**src/rtl/fft_frame_sequencer.sv**
```systemverilog
// CP stripper and FFT burst framer between the RX sample stream and the 64-point FFT input FIFO.
// Optional status outputs (err_count, max_occ) are built when FFT_FRAME_SEQ_STATUS_EN is defined.
module fft_frame_sequencer #(
  parameter int DATA    = 12,
  parameter int MEM     = 64,
  parameter int CP_LEN  = 16,
  parameter int FFT_LEN = 64,
  parameter int OW      = 7
) (
  input  logic            clk,
  input  logic            reset,
  input  logic            in_valid,
  input  logic [DATA-1:0] in_data,
  input  logic            sym_start,
  output logic            fifo_we,
  output logic [DATA-1:0] fifo_wdata,
  output logic            fifo_re,
  input  logic            fifo_valid,
  input  logic [DATA-1:0] fifo_rdata,
  input  logic            fft_ready,
  output logic            fft_start,
  output logic            fft_valid,
  output logic [DATA-1:0] fft_data,
  output logic            fft_last,
  output logic [OW-1:0]   sym_ready,
  output logic            overflow_err,
  output logic            sync_err,
  output logic [1:0]      dbg_wr_state,
  output logic [1:0]      dbg_rd_state
`ifdef FFT_FRAME_SEQ_STATUS_EN
  ,
  output logic [7:0]      err_count,
  output logic [OW-1:0]   max_occ
`endif
);

  // Handshakes: in_valid is a one-cycle strobe with no backpressure; fifo_re is a read request whose
  // data returns later, marked only by fifo_valid (latency unknown); fft_ready is sampled in R_IDLE only.
  typedef enum logic [1:0] {W_IDLE, W_CP, W_DATA} wr_state_e;
  typedef enum logic [1:0] {R_IDLE, R_START, R_BURST, R_DRAIN} rd_state_e;

  wr_state_e wr_state_q, wr_state_d;
  rd_state_e rd_state_q, rd_state_d;

  logic [OW-1:0]   cp_cnt_q, cp_cnt_d;
  logic [OW-1:0]   wr_cnt_q, wr_cnt_d;
  logic [OW-1:0]   occ_q, occ_d;
  logic [OW-1:0]   sym_ready_q, sym_ready_d;
  logic [OW-1:0]   issued_q, issued_d;
  logic [OW-1:0]   beat_cnt_q, beat_cnt_d;
  logic            fifo_we_q;
  logic [DATA-1:0] fifo_wdata_q, fifo_wdata_d;
  logic            overflow_err_q, sync_err_q;

  logic data_take, data_last, drop, we_d, sync_d;

  // State registers
  always_ff @(posedge clk or negedge reset) begin
    if (!reset) begin
      wr_state_q <= W_IDLE;
      rd_state_q <= R_IDLE;
    end else begin
      wr_state_q <= wr_state_d;
      rd_state_q <= rd_state_d;
    end
  end

  always_comb begin : wr_next
    wr_state_d = wr_state_q;
    unique case (wr_state_q)
      W_IDLE:  if (in_valid && sym_start) wr_state_d = (CP_LEN == 1) ? W_DATA : W_CP;
      W_CP:    if (in_valid && !sym_start && cp_cnt_q == OW'(CP_LEN - 1)) wr_state_d = W_DATA;
      W_DATA:  if (data_last) wr_state_d = W_IDLE;
      default: wr_state_d = W_IDLE;
    endcase
  end

  always_comb begin : wr_out
    data_take = (wr_state_q == W_DATA) && in_valid;
    data_last = data_take && (wr_cnt_q == OW'(FFT_LEN - 1));
    // A read in the same cycle frees a slot, so only a full FIFO with no read drops the sample.
    drop      = data_take && (occ_q == OW'(MEM)) && !fifo_re;
    we_d      = data_take && !drop;
    sync_d    = data_take && sym_start;
    cp_cnt_d  = cp_cnt_q;
    wr_cnt_d  = wr_cnt_q;
    unique case (wr_state_q)
      W_IDLE:  if (in_valid && sym_start) cp_cnt_d = OW'(1);
      W_CP:    if (in_valid) cp_cnt_d = sym_start ? OW'(1) : cp_cnt_q + OW'(1);
      W_DATA:  if (data_take) wr_cnt_d = data_last ? '0 : wr_cnt_q + OW'(1);
      default: ;
    endcase
  end

  always_comb begin : rd_next
    rd_state_d = rd_state_q;
    unique case (rd_state_q)
      R_IDLE:  if (sym_ready_q != '0 && fft_ready) rd_state_d = R_START;
      R_START: rd_state_d = R_BURST;
      R_BURST: begin
        if (fft_last) rd_state_d = R_IDLE;
        else if (issued_q == OW'(FFT_LEN)) rd_state_d = R_DRAIN;
      end
      R_DRAIN: if (fft_last) rd_state_d = R_IDLE;
      default: rd_state_d = R_IDLE;
    endcase
  end

  always_comb begin : rd_out
    fft_start  = (rd_state_q == R_START);
    // occ counts a write as soon as it is decided; the one still in flight on fifo_we is not readable yet.
    fifo_re    = (rd_state_q == R_BURST) && (issued_q != OW'(FFT_LEN)) &&
                 (occ_q > {{(OW-1){1'b0}}, fifo_we_q});
    fft_valid  = fifo_valid && ((rd_state_q == R_BURST) || (rd_state_q == R_DRAIN));
    fft_last   = fft_valid && (beat_cnt_q == OW'(FFT_LEN - 1));
    issued_d   = issued_q;
    beat_cnt_d = beat_cnt_q;
    if (rd_state_q == R_START) begin
      issued_d   = '0;
      beat_cnt_d = '0;
    end else begin
      if (fifo_re)   issued_d   = issued_q + OW'(1);
      if (fft_valid) beat_cnt_d = fft_last ? '0 : beat_cnt_q + OW'(1);
    end
  end

  always_comb begin : shared_next
    occ_d        = occ_q + OW'(we_d) - OW'(fifo_re);
    sym_ready_d  = sym_ready_q + OW'(data_last) - OW'(fft_last);
    fifo_wdata_d = we_d ? in_data : fifo_wdata_q;
  end

  always_ff @(posedge clk or negedge reset) begin
    if (!reset) begin
      cp_cnt_q       <= '0;
      wr_cnt_q       <= '0;
      occ_q          <= '0;
      sym_ready_q    <= '0;
      issued_q       <= '0;
      beat_cnt_q     <= '0;
      fifo_we_q      <= 1'b0;
      fifo_wdata_q   <= '0;
      overflow_err_q <= 1'b0;
      sync_err_q     <= 1'b0;
    end else begin
      cp_cnt_q       <= cp_cnt_d;
      wr_cnt_q       <= wr_cnt_d;
      occ_q          <= occ_d;
      sym_ready_q    <= sym_ready_d;
      issued_q       <= issued_d;
      beat_cnt_q     <= beat_cnt_d;
      fifo_we_q      <= we_d;
      fifo_wdata_q   <= fifo_wdata_d;
      overflow_err_q <= drop;
      sync_err_q     <= sync_d;
    end
  end

  assign fifo_we      = fifo_we_q;
  assign fifo_wdata   = fifo_wdata_q;
  assign fft_data     = fifo_rdata;
  assign sym_ready    = sym_ready_q;
  assign overflow_err = overflow_err_q;
  assign sync_err     = sync_err_q;
  assign dbg_wr_state = wr_state_q;
  assign dbg_rd_state = rd_state_q;

`ifdef FFT_FRAME_SEQ_STATUS_EN
  logic [7:0]    err_count_q, err_count_d;
  logic [OW-1:0] max_occ_q, max_occ_d;
  logic [1:0]    err_inc;
  logic [8:0]    err_sum;

  // Both error kinds can fire on one sample (a dropped sym_start), so they add.
  always_comb begin : status_next
    err_inc     = {1'b0, drop} + {1'b0, sync_d};
    err_sum     = {1'b0, err_count_q} + {7'b0, err_inc};
    err_count_d = err_sum[8] ? 8'hFF : err_sum[7:0];
    max_occ_d   = (occ_d > max_occ_q) ? occ_d : max_occ_q;
  end

  always_ff @(posedge clk or negedge reset) begin
    if (!reset) begin
      err_count_q <= '0;
      max_occ_q   <= '0;
    end else begin
      err_count_q <= err_count_d;
      max_occ_q   <= max_occ_d;
    end
  end

  assign err_count = err_count_q;
  assign max_occ   = max_occ_q;
`endif

endmodule
```
**config.mk**
```make
export PLATFORM = sky130hd
export DESIGN_NAME = fft_frame_sequencer
export DESIGN_NICKNAME = d
export VERILOG_FILES = /design/src/rtl/fft_frame_sequencer.sv
export SDC_FILE = /design/constraint.sdc
export NUM_CORES = 1
export LEC_CHECK = 0
export BUFFER_PORTS_ARGS = -buffer_cell sky130_fd_sc_hd__buf_4
export CAP_MARGIN = 25
export CORE_ASPECT_RATIO = 0.7
export CORE_MARGIN = 5
export CORE_UTILIZATION = 30
export CTS_BUF_LIST = sky130_fd_sc_hd__clkbuf_8
export DETAILED_ROUTE_END_ITERATION = 10
export PLACE_DENSITY_LB_ADDON = 0.08
export SKIP_LAST_GASP = 1
export SLEW_MARGIN = 40
export SYNTH_ARGS = -nofsm -noshare
export SYNTH_HDL_FRONTEND = slang
export SYNTH_SLANG_ARGS = --single-unit
export TNS_END_PERCENT = 5
```
**constraint.sdc**
```tcl
create_clock -name clk -period 4.7 [get_ports clk]
set_input_delay 0 -clock clk [delete_from_list [all_inputs] [get_ports clk]]
set_output_delay 0 -clock clk [all_outputs]
set_load 0.1 [all_outputs]
```
Word level (Yosys, flattened, before mapping)
Cells that the tools add are included.
Operators by class
  $add $sub $neg: 8
  $lt $le $gt $ge: 1
  eq/ne operators: 18
  mux-type cells: 19
  reduce and logical (&&, ||, !) cells: 28
Operator list (count)
  two-way mux 7 bit: 9
  adder 7 x 1 -> 7 bit, second input constant: 4
  adder 7 x 1 -> 7 bit: 2
  equality test 7 x 6 -> 1 bit, second input constant: 2
  equality test 7 bit, second input constant: 2
  logical AND 1 bit: 14
  two-way mux 2 bit: 7
  one-hot mux 7 bit (2 select lines): 1
  subtractor 7 x 1 -> 7 bit: 2
  inequality test 2 bit, second input constant: 6
  AND reduction 3 bit: 3
  one-hot mux 2 bit (4 select lines): 1
  equality test 7 x 4 -> 1 bit, second input constant: 1
  > comparator 7 x 1 -> 1 bit: 1
  inequality test 7 bit, second input constant: 1
  nonzero test 7 bit: 1
  equality test 2 bit, second input constant: 3
  one-hot mux 2 bit (3 select lines): 1
  nonzero test 2 bit: 3
  equality test 2 x 1 -> 1 bit, second input constant: 2
  zero test 2 bit: 2
  zero test 1 bit: 3
  inequality test 3 bit, second input constant: 1
  AND reduction 2 bit: 1
  logical OR 1 bit: 1
Word-level totals
  bits in registers: 61
  output and inout bits: 42
  word-level logic and storage cells: 86

Logic depth before layout (Yosys ltp)
Gate-level depths: netlist (run 1).
  depth in word-level cells: 9
  mapped depth: 13
  mapped depth without buffers: 13

Least setup slack after synthesis (run 1)
No wires, ideal clock.
  kind: flip-flop to flip-flop
  start: register rd_state_q[1], in the netlist dbg_rd_state[1]
  end: register sym_ready_q[6], in the netlist sym_ready[6]
  library setup time: 0.099 ns
  arrival time: 6.322 ns
  data required time: 4.601 ns
  setup slack: -1.721 ns
  cell stages (with the launch flop): 12
  buffers on the path: 0
  period minus slack after synthesis: 6.421 ns
  path through: dfrtp_1 > nand2_1 > nor4_1 > ha_1 > inv_1 > ha_1 > inv_1 > fa_1 > nor2b_1 > o221ai_1 > nor4b_1 > a311oi_1
On the way
  cells in the longest elaborated chain, start to end: 5
  elaborated cells between the ends (all ways): 6
RTL lines
  start: declaration: RTL line 43  | rd_state_e rd_state_q, rd_state_d;
  start signal: assignment: RTL line 64  | rd_state_q <= rd_state_d;
  equality test 2 bit: RTL line 114  | fft_valid = fifo_valid && ((rd_state_q == R_BURST) || (rd_state_q == R_DRAIN));
  logical OR 1 bit (*): RTL line 114
  logical AND 1 bit (*): RTL line 114
  logical AND 1 bit (*): RTL line 115  | fft_last = fft_valid && (beat_cnt_q == OW'(FFT_LEN - 1));
  via fft_last: RTL line 24  | output logic fft_last,
  subtractor 7 x 1 -> 7 bit (*): RTL line 129  | sym_ready_d = sym_ready_q + OW'(data_last) - OW'(fft_last);
  via sym_ready_d[6]: RTL line 48  | logic [OW-1:0] sym_ready_q, sym_ready_d;
  end signal: assignment: RTL line 149  | sym_ready_q <= sym_ready_d;
  end: declaration: RTL line 48
Mark *: on every way through the listed nets, which the timed path passes. The rest lies on a longest branch.
A chain may end at the register's enable or synchronous reset.

Worst setup path in the final report (run 1)
  start: register wr_state_q[0], in the netlist dbg_wr_state[0]
  end: register sym_ready_q[6], in the netlist sym_ready[6]
On the way
  cells in the longest elaborated chain, start to end: 5
RTL lines
  start: declaration: RTL line 42  | wr_state_e wr_state_q, wr_state_d;
  start signal: assignment: RTL line 63  | wr_state_q <= wr_state_d;
  equality test 2 bit: RTL line 79  | data_take = (wr_state_q == W_DATA) && in_valid;
  logical AND 1 bit: RTL line 79
  logical AND 1 bit: RTL line 80  | data_last = data_take && (wr_cnt_q == OW'(FFT_LEN - 1));
  adder 7 x 1 -> 7 bit: RTL line 129
  subtractor 7 x 1 -> 7 bit: RTL line 129
  via sym_ready_d[6]: RTL line 48
The timed path passes the listed nets, and every way through them passes these cells.

==> flow_summary.json, run 1 <==
{
  "status": "complete, no violations",
  "dp_hpwl_mm": 5.218,
  "clock_skew_ns": 0.01030,
  "synth.avg_cell_area_um2": 10.50,
  "placed_cell_area_um2": 3862,
  "synth_cell_types": 54,
  "met3_usage_pct": 4.601,
  "r2r_end": "sym_ready[6]",
  "grt_pass1_wl_mm": 12.38,
  "ys_async_sr_fraction_pct": 100.0,
  "cts_buffer_depth": 2,
  "ant_nets": 0,
  "grt_usage_pct": 11.46,
  "vdd_drop_max_uv": 216.5,
  "drt-wirelength-per-cell_um": 13.62,
  "grt_pass1_vias": 2561,
  "drt-initial-drc-count": 83,
  "p_leak_nw": 2.079,
  "final_common_cell": "dfrtp_1",
  "antenna_found_initial": 0,
  "switchingPower_mw": 0.7566,
  "initial_core_util_pct": 30.88,
  "layout-drive-gt1-share_pct": 21.65,
  "relSlewSlack_pct": 53.16,
  "p_int_mw": 1.108,
  "cts_buffers": 9,
  "rsz0062_at_grt": "false",
  "post-route-period-util_pct": 80.12,
  "p_sw_share_pct": 40.57,
  "worst_slew_pin_slew_ns": 0.6962,
  "syn_to_final_growth_pct": 22.65,
  "die_area_um2": 13690,
  "instances_no_fill": 541,
  "rr_startpoint": "dbg_wr_state[0]",
  "worstPathMaxFanout": 16,
  "clkPwrFrac_pct": 22.2,
  "slew_violations": 0,
  "dr.pass1.iters": 4,
  "regArea_um2": 1526,
  "ys_ff_latch": 61,
  "place.gp.congestion": 0.7468,
  "clk_pin_slew_ns": 0.06,
  "grt_max_degree": 62,
  "fmax_mhz": 265.6,
  "ys_warn_count": 0,
  "vias": 2553,
  "synth_area_leader_cell": "dfrtp_1",
  "n_antenna_cell": 0,
  "syn_area_um2": 3425,
  "ys_seq_area_share_pct": 44.57,
  "num_io_pins": 72,
  "cts_tree": "built",
  "grtUsageMet2_pct": 15.82,
  "cts.sinks": 61,
  "pwr-share-seq_pct": 36.8,
  "hold_path.class": "input pin to output port",
  "grt_use_met1_pct": 16.47,
  "min_from": "fifo_rdata[5]",
  "critPathCaptureType": "flip-flop",
  "grt_busiest_layer": "met1",
  "worstHoldPathCells": 0,
  "dp_cells": 509,
  "syn_inst": 326,
  "power_mw": 1.865,
  "max-cap-violations": 0,
  "min_to": "fft_data[5]",
  "cts_resized": 0,
  "fin_util_pct": 37.87,
  "row_count": 32,
  "stdcell_area_um2": 4200,
  "h-tree-depth": 3,
  "die_w_um": 137.7,
  "nets": 442,
  "synth_edf_count": 0,
  "multi_input_area_um2": 1683,
  "grt_overflow": 0,
  "critPathKind": "flip-flop to flip-flop",
  "setup_viol": 0,
  "syn_nets": 385,
  "yosys_most_used_dff": "dfrtp_1",
  "layout_min_cycle_time_ns": 3.766,
  "finalWorstSetupSlack_ns": 0.9344,
  "final_cell_mix": "dfrtp_1 (61), buf_4 (46), inv_1 (29)",
  "pwr_density_cell_nw_per_um2": 444.0,
  "fillCellCount": 1100,
  "final-hold-violation-count": 0,
  "cp.required_ns": 4.93,
  "rrSetupSlack_ns": 0.93,
  "root_buffer": "clkbuf_8",
  "yosys-top-cells-area": "dfrtp_1 (45%), ha_1 (9.9%), mux2_4 (3.9%)",
  "rr_worst_depth": 12,
  "pre_cts_ws_ns": 0.9233,
  "coreArea_um2": 11090,
  "pwr-share-comb_pct": 40.9,
  "port_buffers": 47,
  "worstSetupStartpointType": "flip-flop",
  "viasPerCell": 4.719,
  "drcViolationCount": 0,
  "die_y_um": 99.39,
  "arrival_ns": 4.00,
  "clk_latency_ns": 0.34,
  "synth_top_area_share_pct": 44.57,
  "routed_wl_mm": 7.366
}
## worst max-delay path by stage
stage                               start      endpoint  slack, ns
after global routing      dbg_wr_state[0]  sym_ready[6]       0.55
after floorplan                   fifo_we      occ_q[6]      -0.30
after CTS                 dbg_wr_state[0]  sym_ready[6]       0.92
after global placement    dbg_wr_state[0]  sym_ready[6]       1.03
after detailed placement  dbg_wr_state[0]  sym_ready[6]       0.92
final                     dbg_wr_state[0]  sym_ready[6]       0.93
## metrics by stage
stage                     setup TNS [ns]  hold slack (ns)
after global routing                   0        0.0001645
after floorplan                  -0.2960          -0.2956
after global placement                 0        0.0006813
after detailed placement               0        0.0006813
final                                  0       0.00003856
after CTS                              0        0.0006813
## what timing repair did
| item | 4_1_cts | 5_1_grt |
|---|---|---|
| setup buffers | 0 | 0 |
| hold buffers | 16 | 0 |
| endpoints found under the hold margin | 78 | 0 |
## worst max-delay path, stage by stage, from the launching register on
cell and delay (ns):
dfrtp_1 0.53, nand3b_1 0.43, nor4_1 0.70, inv_1 0.23, ha_1 0.32, inv_1 0.06
ha_1 0.15, inv_1 0.05, fa_1 0.40, nor2b_1 0.16, o221ai_1 0.19, nor4b_1 0.19
a311oi_1 0.24
## layer usage
metal	wire length (um)	part of all wire (%)
met4	63	0.86
met1	3805	52
met3	567	7.7
met2	2929	40
met5	0	0
## power groups by stage
stage | sequential, mW | combinational [mW] | clock, mW
2_1_floorplan | 0.864 | 0.459 | 0
3_3_place_gp | 0.694 | 0.761 | 0
3_5_place_dp | 0.694 | 0.759 | 0
4_1_cts | 0.686 | 0.773 | 0.444
5_1_grt | 0.698 | 0.843 | 0.465
6_report | 0.687 | 0.763 | 0.415
## cell type report
type	instances	share of cell area (%)
tap	153	4.558
clock buffer	11	3.604
timing repair buffer	63	12.30
inverter	28	2.502
sequential	61	36.34
clock inverter	5	0.6256
multi-input combinational	220	40.07
## cells by family (layout without fill, tap and decap cells)
group	count (synthesis)	count (layout)	share of synthesized area, %
AO/OA/AOI/OAI	61	61	11.98
XOR/XNOR	14	14	3.581
adder cells (fa/ha/maj)	29	29	11.03
buffers and inverters	45	107	6.723
flip-flops	61	61	44.57
multiplexers	16	16	6.175
AND/OR/NAND/NOR	100	100	15.93
## sequential cells by signal (all words and copies together) (netlist names)
signal / count
dbg_rd_state: 2
dbg_wr_state: 2
beat_cnt_q: 7
sym_ready: 7
fifo_we: 1
occ_q: 7
cp_cnt_q: 7
overflow_err: 1
sync_err: 1
fifo_wdata: 12
wr_cnt_q: 7
issued_q: 7
## Yosys cell counts (7+ instances only)
cell type	instances
mux2_4	9
nand2_1	24
nand4_1	8
nor2_1	13
inv_1	28
dfrtp_1	61
o21ai_0	22
nand2b_1	7
buf_4	12
nand3_1	11
a21oi_1	13
xor2_1	8
ha_1	27
Power figures use the tool's default switching activity.
==> inputs of run 2 (changes only) <==
- clock period: 4.7 -> 3.8 ns (I/O delays scaled with it)
==> flow_summary.json, run 2 (same netlist as run 1, synthesis figures left out) <==
{
  "p_leak_nw": 2.120,
  "relSlewSlack_pct": 60.94,
  "layout-drive-gt1-share_pct": 24.94,
  "slowest_stage": "dfrtp_1",
  "num_io_pins": 72,
  "final-hold-violation-count": 0,
  "layout_min_cycle_time_ns": 3.233,
  "grt_max_degree": 62,
  "fmax_mhz": 309.3,
  "hold_path.class": "input pin to output port",
  "critPathCaptureType": "flip-flop",
  "slew_violations": 0,
  "status": "complete, no violations",
  "grt_usage_pct": 11.66,
  "cts_tree": "built",
  "clk_pin_slew_ns": 0.07,
  "setup_viol": 0,
  "worst_slew_pin_slew_ns": 0.5859,
  "die_area_um2": 13690,
  "crit_chain": "inv_1 > ha_1 > a21boi_4 > o221ai_4 > nor3_4 > mux2_4 > ha_2 > fa_2 > nor2b_1 > o311a_1 > or4_1 > nand3_1",
  "clk_latency_ns": 0.34,
  "nets": 447,
  "worstSetupStartpointType": "flip-flop",
  "final_cell_mix": "dfrtp_1 (59), buf_4 (51), inv_1 (28)",
  "antenna_found_initial": 0,
  "worstPathMaxFanout": 9,
  "post-route-period-util_pct": 85.07,
  "vias": 2545,
  "vdd_drop_max_uv": 216.1,
  "cts.sinks": 61,
  "drt-initial-drc-count": 149,
  "post_cts_buffers": 0,
  "arrival_ns": 3.50,
  "cts_buffers": 9,
  "coreArea_um2": 11090,
  "fin_setup_tns_ns": 0,
  "die_y_um": 99.39,
  "die_w_um": 137.7,
  "dp_hpwl_mm": 5.278,
  "grt_pass1_wl_mm": 12.42,
  "n_antenna_cell": 0,
  "critPathKind": "flip-flop to flip-flop",
  "drcViolationCount": 0,
  "row_count": 32,
  "max_stage_delay_ns": 0.40,
  "finalWorstSetupSlack_ns": 0.5674,
  "syn_to_final_growth_pct": 26.82,
  "max-cap-violations": 0,
  "cp.required_ns": 4.07,
  "clock_skew_ns": 0.01083,
  "dr.pass1.iters": 4,
  "cts_buffer_depth": 2,
  "ant_nets": 0,
  "final_common_cell": "dfrtp_1",
  "grt_overflow": 0,
  "largest_reg_flops": 12,
  "routed_wl_mm": 7.533,
  "place.gp.congestion": 0.8212,
  "grt_pass1_vias": 2517,
  "viasPerCell": 4.661,
  "rsz0062_at_grt": "false",
  "h-tree-depth": 3,
  "root_buffer": "clkbuf_8",
  "drt-wirelength-per-cell_um": 13.80,
  "pre_cts_ws_ns": 0.5800,
  "pwr_density_cell_nw_per_um2": 568.0,
  "port_buffers": 47,
  "initial_core_util_pct": 30.88
}
-- run 2: cell types whose count changed in the layout (fill, tap and decap cells not counted), moves of 2 or more --
cell       change
clkbuf_8       -2
bufinv_16      +2
dfrtp_1        -2
ha_1           -2
buf_4          +5
-- run 2: area by class of cell --
cell class | instances | area, um^2
Clock buffer | 9 | 123.9
Clock inverter | 7 | 90.09
Fill cell | 1084 | 6748
Inverter | 28 | 105.1
Multi-Input combinational cell | 220 | 1747
Sequential cell | 61 | 1531
Tap cell | 153 | 191.4
Timing Repair Buffer | 68 | 554.3
-- run 2: worst paths after layout --
| path | from | to | slack [ns] | cells past startpoint |
|---|---|---|---|---|
| setup / recovery | occ_q[1] | occ_q[6] | 0.57 | 12 |
| hold / removal | fifo_rdata[11] | fft_data[11] | 0.00004 | 0 |
| setup reg to reg | occ_q[1] | occ_q[6] | 0.57 | 12 |
| hold reg to reg | wr_cnt_q[4] | wr_cnt_q[4] | 0.50 | 1 |
| max in group asynchronous | reset | fifo_we | 3.14 | 2 |
| min in group asynchronous | reset | occ_q[5] | 0.22 | 2 |
-- run 2: where the power goes --
group	switching [mW]	internal, mW
combinational	0.622	0.368
clock	0.274	0.366
sequential	0.0794	0.757
total	0.976	1.49
-- run 2: timing repair --
item	CTS	global route
endpoints found under the hold margin	78	0
resized for setup	0	0
setup endpoints to repair	0	0
hold buffers	16	0
-- run 2: worst max-delay path: cells and delay by family, from the launching register on --
kind	cells	cell delay [ns]
flip-flops	1	0.40
AND/OR/NAND/NOR	4	0.89
adder cells (fa/ha/maj)	3	0.78
buffers and inverters	1	0.11
multiplexers	1	0.32
AO/OA/AOI/OAI	3	0.68
-- run 2: metal layers --
metal	wire length, um	GRT usage (%)	vias to the layer above
li1	-	-	1268
met1	4087	17.32	1213
met2	2906	15.37	55
met3	472	4.449	9
met4	66	3.721	0
met5	0	0	-
-- run 2: through the flow --
stage                     total power [mW]  area (um^2)  hold slack [ns]  utilization, %  instances
final                                2.467         4343       0.00003855           39.16        546
after CTS                            2.508         4343        0.0006813           39.16        546
after global routing                 2.639         4343        0.0002661           39.16        546
after global placement               1.832         3965        0.0006813           35.75        514
after detailed placement             1.826         3969        0.0006813           35.79        514
after floorplan                      1.666         3508          -0.2956               -        326
